==> src/rtl/sipo_packer.sv <==
// sipo_packer: serial-in/parallel-out word packer with valid/ready on both sides
module sipo_packer #(
  parameter int WIDTH = 64,
  parameter int DEPTH = 17,
  parameter bit MSW_FIRST = 1'b1,
  localparam int CNT_W = $clog2(DEPTH+1)
)(
  input  logic                   clk,
  input  logic                   rst,
  input  logic                   clear,
  input  logic                   in_valid,
  output logic                   in_ready,
  input  logic [WIDTH-1:0]       in_data,
  input  logic                   in_last,
  output logic                   out_valid,
  input  logic                   out_ready,
  output logic [DEPTH*WIDTH-1:0] out_data,
  output logic [CNT_W-1:0]       out_count,
  output logic                   out_last
);
  typedef enum logic {FILL, HOLD} state_t;
  state_t state;
  logic [CNT_W-1:0] cnt, wslot;
  logic [DEPTH*WIDTH-1:0] nxt;
  logic accept, drain, close;
  assign in_ready = (state == FILL) || out_ready;
  assign accept = in_valid && in_ready;
  assign drain = out_valid && out_ready;
  assign wslot = drain ? '0 : cnt;
  assign close = accept && (in_last || wslot == CNT_W'(DEPTH-1));
  // next buffer: zeroed on drain, then the accepted word dropped into its slot
  always_comb begin
    nxt = drain ? '0 : out_data;
    for (int k = 0; k < DEPTH; k++)
      if (accept && wslot == CNT_W'(k))
        nxt[(MSW_FIRST ? DEPTH-1-k : k)*WIDTH +: WIDTH] = in_data;
  end
  // FILL/HOLD control with registered block outputs; clear behaves like reset
  always_ff @(posedge clk or posedge rst) begin
    if (rst) begin
      state <= FILL;
      cnt <= '0;
      out_data <= '0;
      out_valid <= 1'b0;
      out_count <= '0;
      out_last <= 1'b0;
    end else if (clear) begin
      state <= FILL;
      cnt <= '0;
      out_data <= '0;
      out_valid <= 1'b0;
      out_count <= '0;
      out_last <= 1'b0;
    end else begin
      if (accept || drain) out_data <= nxt;
      if (accept) cnt <= wslot + 1'b1;
      else if (drain) cnt <= '0;
      if (close) begin
        state <= HOLD;
        out_valid <= 1'b1;
        out_count <= wslot + 1'b1;
        out_last <= in_last;
      end else if (drain) begin
        state <= FILL;
        out_valid <= 1'b0;
        out_count <= '0;
        out_last <= 1'b0;
      end
    end
  end
endmodule
==> config.mk <==
export PLATFORM = sky130hd
export DESIGN_NAME = sipo_packer
export DESIGN_NICKNAME = d
export VERILOG_FILES = /design/src/rtl/sipo_packer.sv
export SDC_FILE = /design/constraint.sdc
export NUM_CORES = 2
export LEC_CHECK = 0
export CORE_AREA = 2 2 453 455
export DETAILED_ROUTE_END_ITERATION = 8
export DIE_AREA = 0 0 455 457
export HOLD_SLACK_MARGIN = 0.08
export MAX_ROUTING_LAYER = met4
export SLEW_MARGIN = 20
export SYNTH_ARGS = -nofsm -noshare
export SYNTH_HDL_FRONTEND = slang
export SYNTH_SLANG_ARGS = --single-unit
==> constraint.sdc <==
create_clock -name clk -period 104 [get_ports clk]
set_input_delay 10.4 -clock clk [delete_from_list [all_inputs] [get_ports clk]]
set_output_delay 10.4 -clock clk [all_outputs]
set_load 0.01 [all_outputs]
==> key figures <==
Logic synthesis
  – Synth Cell Area: 39,970 um2
  – EDFF count, synth: 0
  – Register area share after synthesis: roughly 70%
  – Instance count of the mapped netlist: between 2,000 and 3,000
  – Ys async rst share: 100.0%
  – Synth unique cells: 42
  – Post-synthesis register bit count: 1,100
  – Net count after synthesis: 2,746
  – Main synth FF type: dfrtp_1
  – Yosys warning count: 0
  – Mapped Avg Cell Area: 14.94 um2

STA
  – RSZ-0062 raised after global routing: no
  – FMAX: approximately 0.044 GHz
  – Worst clock skew: 58.98 ps
  – Fin crit period: 22,800 ps
  – Setup-failing EPs final: 0
  – Slew @ Worst Pin: ~1200 ps
  – Worst slew margin: approximately 17%
  – Setup_tns: 0 ps
  – Setup ws final: 81,200 ps
  – Fin. Hold Viols: 0
  – Final Cycle Share: 21.92%
  – Slew Limit Fails: 0

Critical path
  – Reg2reg start: state
  – CP peak stage delay: 810 ps
  – Nature of the critical path startpoint: input pin
  – Critical path's top delay family: buffers and inverters
  – Crit Path Class: input pin to output port
  – Reg2Reg Setup Slack: about 100,000 ps
  – Worst-path cell chain: clkdlybuf4s50_1, nand2b_1, clkdlybuf4s50_1
  – CP endpoint kind: output port
  – Worst Path Max Fanout: 10
  – CP required: 93,600 ps
  – Worst R2R End: out_data[408]
  – CP most frequent cell: clkdlybuf4s50_1
  – Crit-path slowest cell: clkdlybuf4s50_1
  – Critical path arrival: around 12,000 ps
  – Buf/Inv on CP: 2
  – Cells on worst reg2reg path: 6

Pwr
  – PwrDens: 16.06 nW/um2
  – Lkg Pwr: 25.88 nW
  – Worst VDD drop: about 0.014 mV

Die
  – Die width: approximately 460 um
  – Number of cell rows: 166
  – Initial Util: 19.66%
  – Num ports: 1,166
  – Die ar.: 207,900 um2
  – Die Span Y: 457 um
  – CORE AREA: 203,300 um2

Clock network
  – Clock Sinks: 1,100
  – Gates resized, CTS repair: 0
  – CTS tree: built
  – Post-CTS Setup Bufs: 0
  – Clk root buf: clkbuf_16
  – CTS H-tree lvls: 3
  – CTS Buf Count: 118
  – CTS clk-pin slew, worst paths: ~60 ps
  – Clock Latency Late Sink: 790 ps
  – Clk buf depth: 3
  – Post-CTS Hold Buffers: 0

Min path
  – Hold endpoint: out_data[107]
  – HP Start: out_data[107]
  – Hold Crit Class: flop to flop
  – WHS Path Cells: 1

GRT
  – Largest net degree at the start of global routing: 176
  – Number of global-route vias before repair: 31,702
  – Remaining Overflow, GRT: 0
  – Initial antenna violation count: 33
  – GRT Total Usage: 20.20%
  – First-pass GRT wire length: 282,900 um

Detailed routing
  – Pre-Repair DR Iteration Count: 6
  – Initial DRC count: 3,610
  – Final WL: 212,400 um
  – Number of routed nets with antenna violations: 0
  – Drt drc: 0
  – Vias per cell: 4.942
  – DR vias: 32,465
  – Post-DR wirelength/cell: ~32 um

Finish
  – # fillers: 20,589
  – Final-stage net count: 3,842
  – P&R area growth vs syn: 48.38%
  – Share of layout cells above drive strength 1: 10.97%
  – Non-Filler Instances: 6,569

Placed design
  – Pre-CTS setup slack: ~81,000 ps
  – PortBufs: 1,165
  – GP Congestion: 0.8068
  – Dpl hpwl: 144,100 um
  – Placed cell count: roughly 6,300

Run
  – Max-cap check violation count: 0

Run status
  – Outcome: complete, no violations
[metrics by stage]
step	hold WS [ps]	cell area [um2]	util, %	total power [mW]
2_1_floorplan	532.4	39970	-	0.4733
3_5_place_dp	480.2	55220	27.16	0.5204
5_1_grt	497.0	59300	29.16	0.9823
6_report	489.1	59310	29.17	0.9524
3_3_place_gp	472.3	55210	27.15	0.5198
4_1_cts	494.1	59240	29.13	0.9625
[state kept, by name, indices dropped and copies added (netlist names)]
signal / count
state: 1
out_count: 5
out_data: 1088
out_last: 1
cnt: 5
[cell usage in the layout (no fill, tap or decap), types with 11 or more instances in the layout]
cell,n
nor3b_2,11
a32o_1,64
a22o_1,1024
clkbuf_8,25
buf_4,125
nor2_4,15
clkdlybuf4s50_1,1164
diode_2,16
clkbuf_1,27
dfrtp_1,1100
clkinv_2,16
clkbuf_16,119
nor3b_4,53
[cells by family (layout without fill, tap and decap cells)]
logic type,Yosys count,count (layout),synth area share [%]
compound gates,1111,1111,24.43
simple gates,136,136,2.989
fa+ha+maj,1,1,0.03130
flops,1100,1100,68.86
buf+inv,323,1513,3.597
other cells,0,16,0
xor+xnor,4,4,0.08766
[power breakdown]
part / switching (mW) / total, mW / internal [mW]
Combinational: 0.0591 / 0.0776 / 0.0184
Clock: 0.191 / 0.441 / 0.250
Sequential: 0.00268 / 0.434 / 0.432
[Yosys cell counts (2+ instances only)]
| library cell | count | share of area [%] |
|---|---|---|
| a211oi_1 | 3 | 0.056 |
| a21o_1 | 2 | 0.038 |
| a21oi_1 | 7 | 0.088 |
| a22o_1 | 1024 | 22 |
| a2bb2oi_1 | 2 | 0.044 |
| a31oi_1 | 2 | 0.031 |
| a32o_1 | 64 | 1.6 |
| and2_1 | 2 | 0.031 |
| and3_1 | 4 | 0.063 |
| buf_1 | 15 | 0.14 |
| buf_2 | 128 | 1.6 |
| buf_4 | 15 | 0.28 |
| clkbuf_1 | 159 | 1.5 |
| dfrtp_1 | 1100 | 69 |
| inv_1 | 4 | 0.038 |
| nand2_1 | 7 | 0.066 |
| nand2b_1 | 5 | 0.078 |
| nand3_1 | 6 | 0.075 |
| nand4_1 | 3 | 0.047 |
| nor2_1 | 18 | 0.17 |
| nor2_2 | 4 | 0.063 |
| nor2b_1 | 2 | 0.031 |
| nor3_1 | 3 | 0.038 |
| nor3_2 | 3 | 0.075 |
| nor3b_1 | 10 | 0.19 |
| nor3b_2 | 54 | 1.7 |
| nor4_1 | 5 | 0.078 |
| nor4_2 | 7 | 0.22 |
| o21ai_0 | 2 | 0.025 |
| xnor2_1 | 3 | 0.066 |
[per-layer routing]
metal	vias to the layer above	wire length (um)	global-route usage, %
met3	461	20190	5.620
li1	12555	-	-
met1	17333	85590	25.02
met2	2116	96770	30.79
met4	0	9892	8.538
met5	-	0	-
[worst max path at each step]
stage / startpoint / end / slack [ps] / cells past startpoint
final: out_ready / in_ready / 81200 / 3
after global routing: out_ready / in_ready / 81220 / 3
after CTS: out_ready / in_ready / 81250 / 3
after detailed placement: out_ready / in_ready / 81260 / 3
after global placement: out_ready / in_ready / 81270 / 3
after floorplan: rst / cnt[0] / 62630 / 1
[final cells by class]
type	instances	area, um2	share of cell area, %
sequential	1100	27530	46.41
timing repair buffer	1295	12690	21.40
multi-input combinational	1252	11640	19.63
clock buffer	171	3423	5.772
tap	2688	3363	5.671
clock inverter	43	594.3	1.002
antenna	16	40.04	0.06751
inverter	4	23.77	0.04008
No activity file was read; power rests on OpenSTA's default activity.
==> patch: new RTL, same flow settings <==
`WIDTH`: 64 -> 72.
--- a/src/rtl/sipo_packer.sv
+++ b/src/rtl/sipo_packer.sv
@@ -1,6 +1,6 @@
 // sipo_packer: serial-in/parallel-out word packer with valid/ready on both sides
 module sipo_packer #(
-  parameter int WIDTH = 64,
+  parameter int WIDTH = 72,
   parameter int DEPTH = 17,
   parameter bit MSW_FIRST = 1'b1,
   localparam int CNT_W = $clog2(DEPTH+1)
Ports: changed (resized in_data and out_data); port bits go from 1166 to 1310. The function was not compared with the original's and may differ.
==> patch against the unedited design <==
  * Synthesized area grew 13%
  * Power is 13% higher
  * Wire length increased by 11%
  * Count of clock-buffer cells in the layout rose by 30
  * Clock skew fell by 36 ps
  * First-iteration DRC count increased by 3.1%
  * Sequential cell count up 136
  * Worst setup slack improved by 230 ps
  * Non-clock buffer count rose by 138
  * Final area up 11%
  * Cell count increased by 9.1%
  * Utilization is 3.3 points higher
  * Largest power group unchanged
==> patch: results <==
place:
  dpl.hpwl_microns: 157000
  dpl_worst_slack_ps: 81460
  gp_congestion: 0.8427
grt:
  grt_usage_pct: 22.48
  first_global_vias: 35970
  antenna_found_initial: 25
  grt_pass1_wl_microns: 315300
synthesis:
  xor_xnor_share_of_the_synthesized_area_pct: 0.05812
  synth_compound_gate_area_share_pct: 24.07
  synth.cells.most_frequent: "1,236 x sky130_fd_sc_hd__dfrtp_1, 1,152 x sky130_fd_sc_hd__a22o_1, 397 x sky130_fd_sc_hd__clkbuf_1, 81 x sky130_fd_sc_hd__nand2_1"
  synth_mux_area_share_pct: 0.02491
  synth_top_cells_by_area: "sky130_fd_sc_hd__dfrtp_1 68%, sky130_fd_sc_hd__a22o_1 22%, sky130_fd_sc_hd__clkbuf_1 3.3%"
  mappedNetlistNets: 3287
  synth_fa_ha_area_share_pct: 0.02768
drt:
  vias: 36620
  drt_wl_total_microns: 235700
  drt-initial-drc-count: 3722
cells_and_area:
  layout_net_count: 4434
  top_regs: "out_data (1224), cnt (5), out_count (5)"
  layout-drive-gt1-share_pct: 9.166
clock_tree:
  clock_tree.htree_level_count: 4
  cts_inserted_buffers: 140
  worst_skew_pair.late_latency_ps: 810
sta:
  worst_hold_slack_ps: 484.6
min_path:
  min-delay-start: "out_data[905]$_DFFE_PP0P_"
pwr:
  power.ir.vdd_worst_v: 0.00001570
run_status:
  run_status: "finished clean"
worst_setup_path:
  slowest_delay_ps: 670
## patch: changes by cell type after synthesis, sizes merged, moves of 64 or more
cell	delta
buf	-128
nor3b	-64
a32o	-64
a22o	+128
o2bb2ai	+72
nand2	+74
clkbuf	+237
dfrtp	+136
nor2b	+71
and2	+71
## patch: logic make-up after synthesis
logic type                 count (synthesis)
AOI/OAI and AO/OA                       1248
xor gates and xnor gates                   3
adders and majority gates                  1
buffers and inverters                    430
DFF                                     1236
muxes                                      1
and+or+nand+nor                          289
## patch: worst max path at each step
stage,endpoint,depth (start not counted)
floorplan,cnt[0]$_DFF_PP0_,1
global placement,in_ready,3
detailed placement,in_ready,3
CTS,in_ready,3
global route,in_ready,3
finish,in_ready,3
## patch: critical path: cells and delay by family
family                 cells  cell delay [ps]
buffers and inverters      2             1300
AND/OR/NAND/NOR            1              460
## patch: per-stage QoR
step           std cells  cell area [sq um]
2_1_floorplan       3208              45210
3_3_place_gp        6898              61210
3_5_place_dp        6898              61230
4_1_cts             7147              65990
5_1_grt             7163              66090
6_report            7168              66100
## patch: area by class of cell
| class | count | area [sq um] |
|---|---|---|
| Clock buffer | 201 | 4149 |
| Sequential cell | 1236 | 30930 |
| Multi-Input combinational cell | 1542 | 12850 |
| Antenna cell | 18 | 45.04 |
| Fill cell | 20180 | 137200 |
| Clock inverter | 48 | 606.8 |
| Tap cell | 2688 | 3363 |
| Inverter | 2 | 15.01 |
| Timing Repair Buffer | 1433 | 14140 |
## patch: per-layer routing
| layer | GRT usage, % | up-vias | part of all wire, % |
|---|---|---|---|
| met5 | - | - | 0 |
| met4 | 10.11 | 0 | 5.0 |
| met3 | 5.673 | 527 | 8.4 |
| met2 | 36.32 | 2259 | 48 |
| met1 | 26.24 | 19510 | 38 |
| li1 | - | 14320 | - |
## patch: power by group
part / switching (W) / internal (W) / total (W) / leakage [nW]
Sequential: 0.00000239 / 0.000484 / 0.000487 / 17.2
Clock: 0.000215 / 0.000299 / 0.000514 / 2.35
Combinational: 0.0000610 / 0.0000178 / 0.0000788 / 9.61
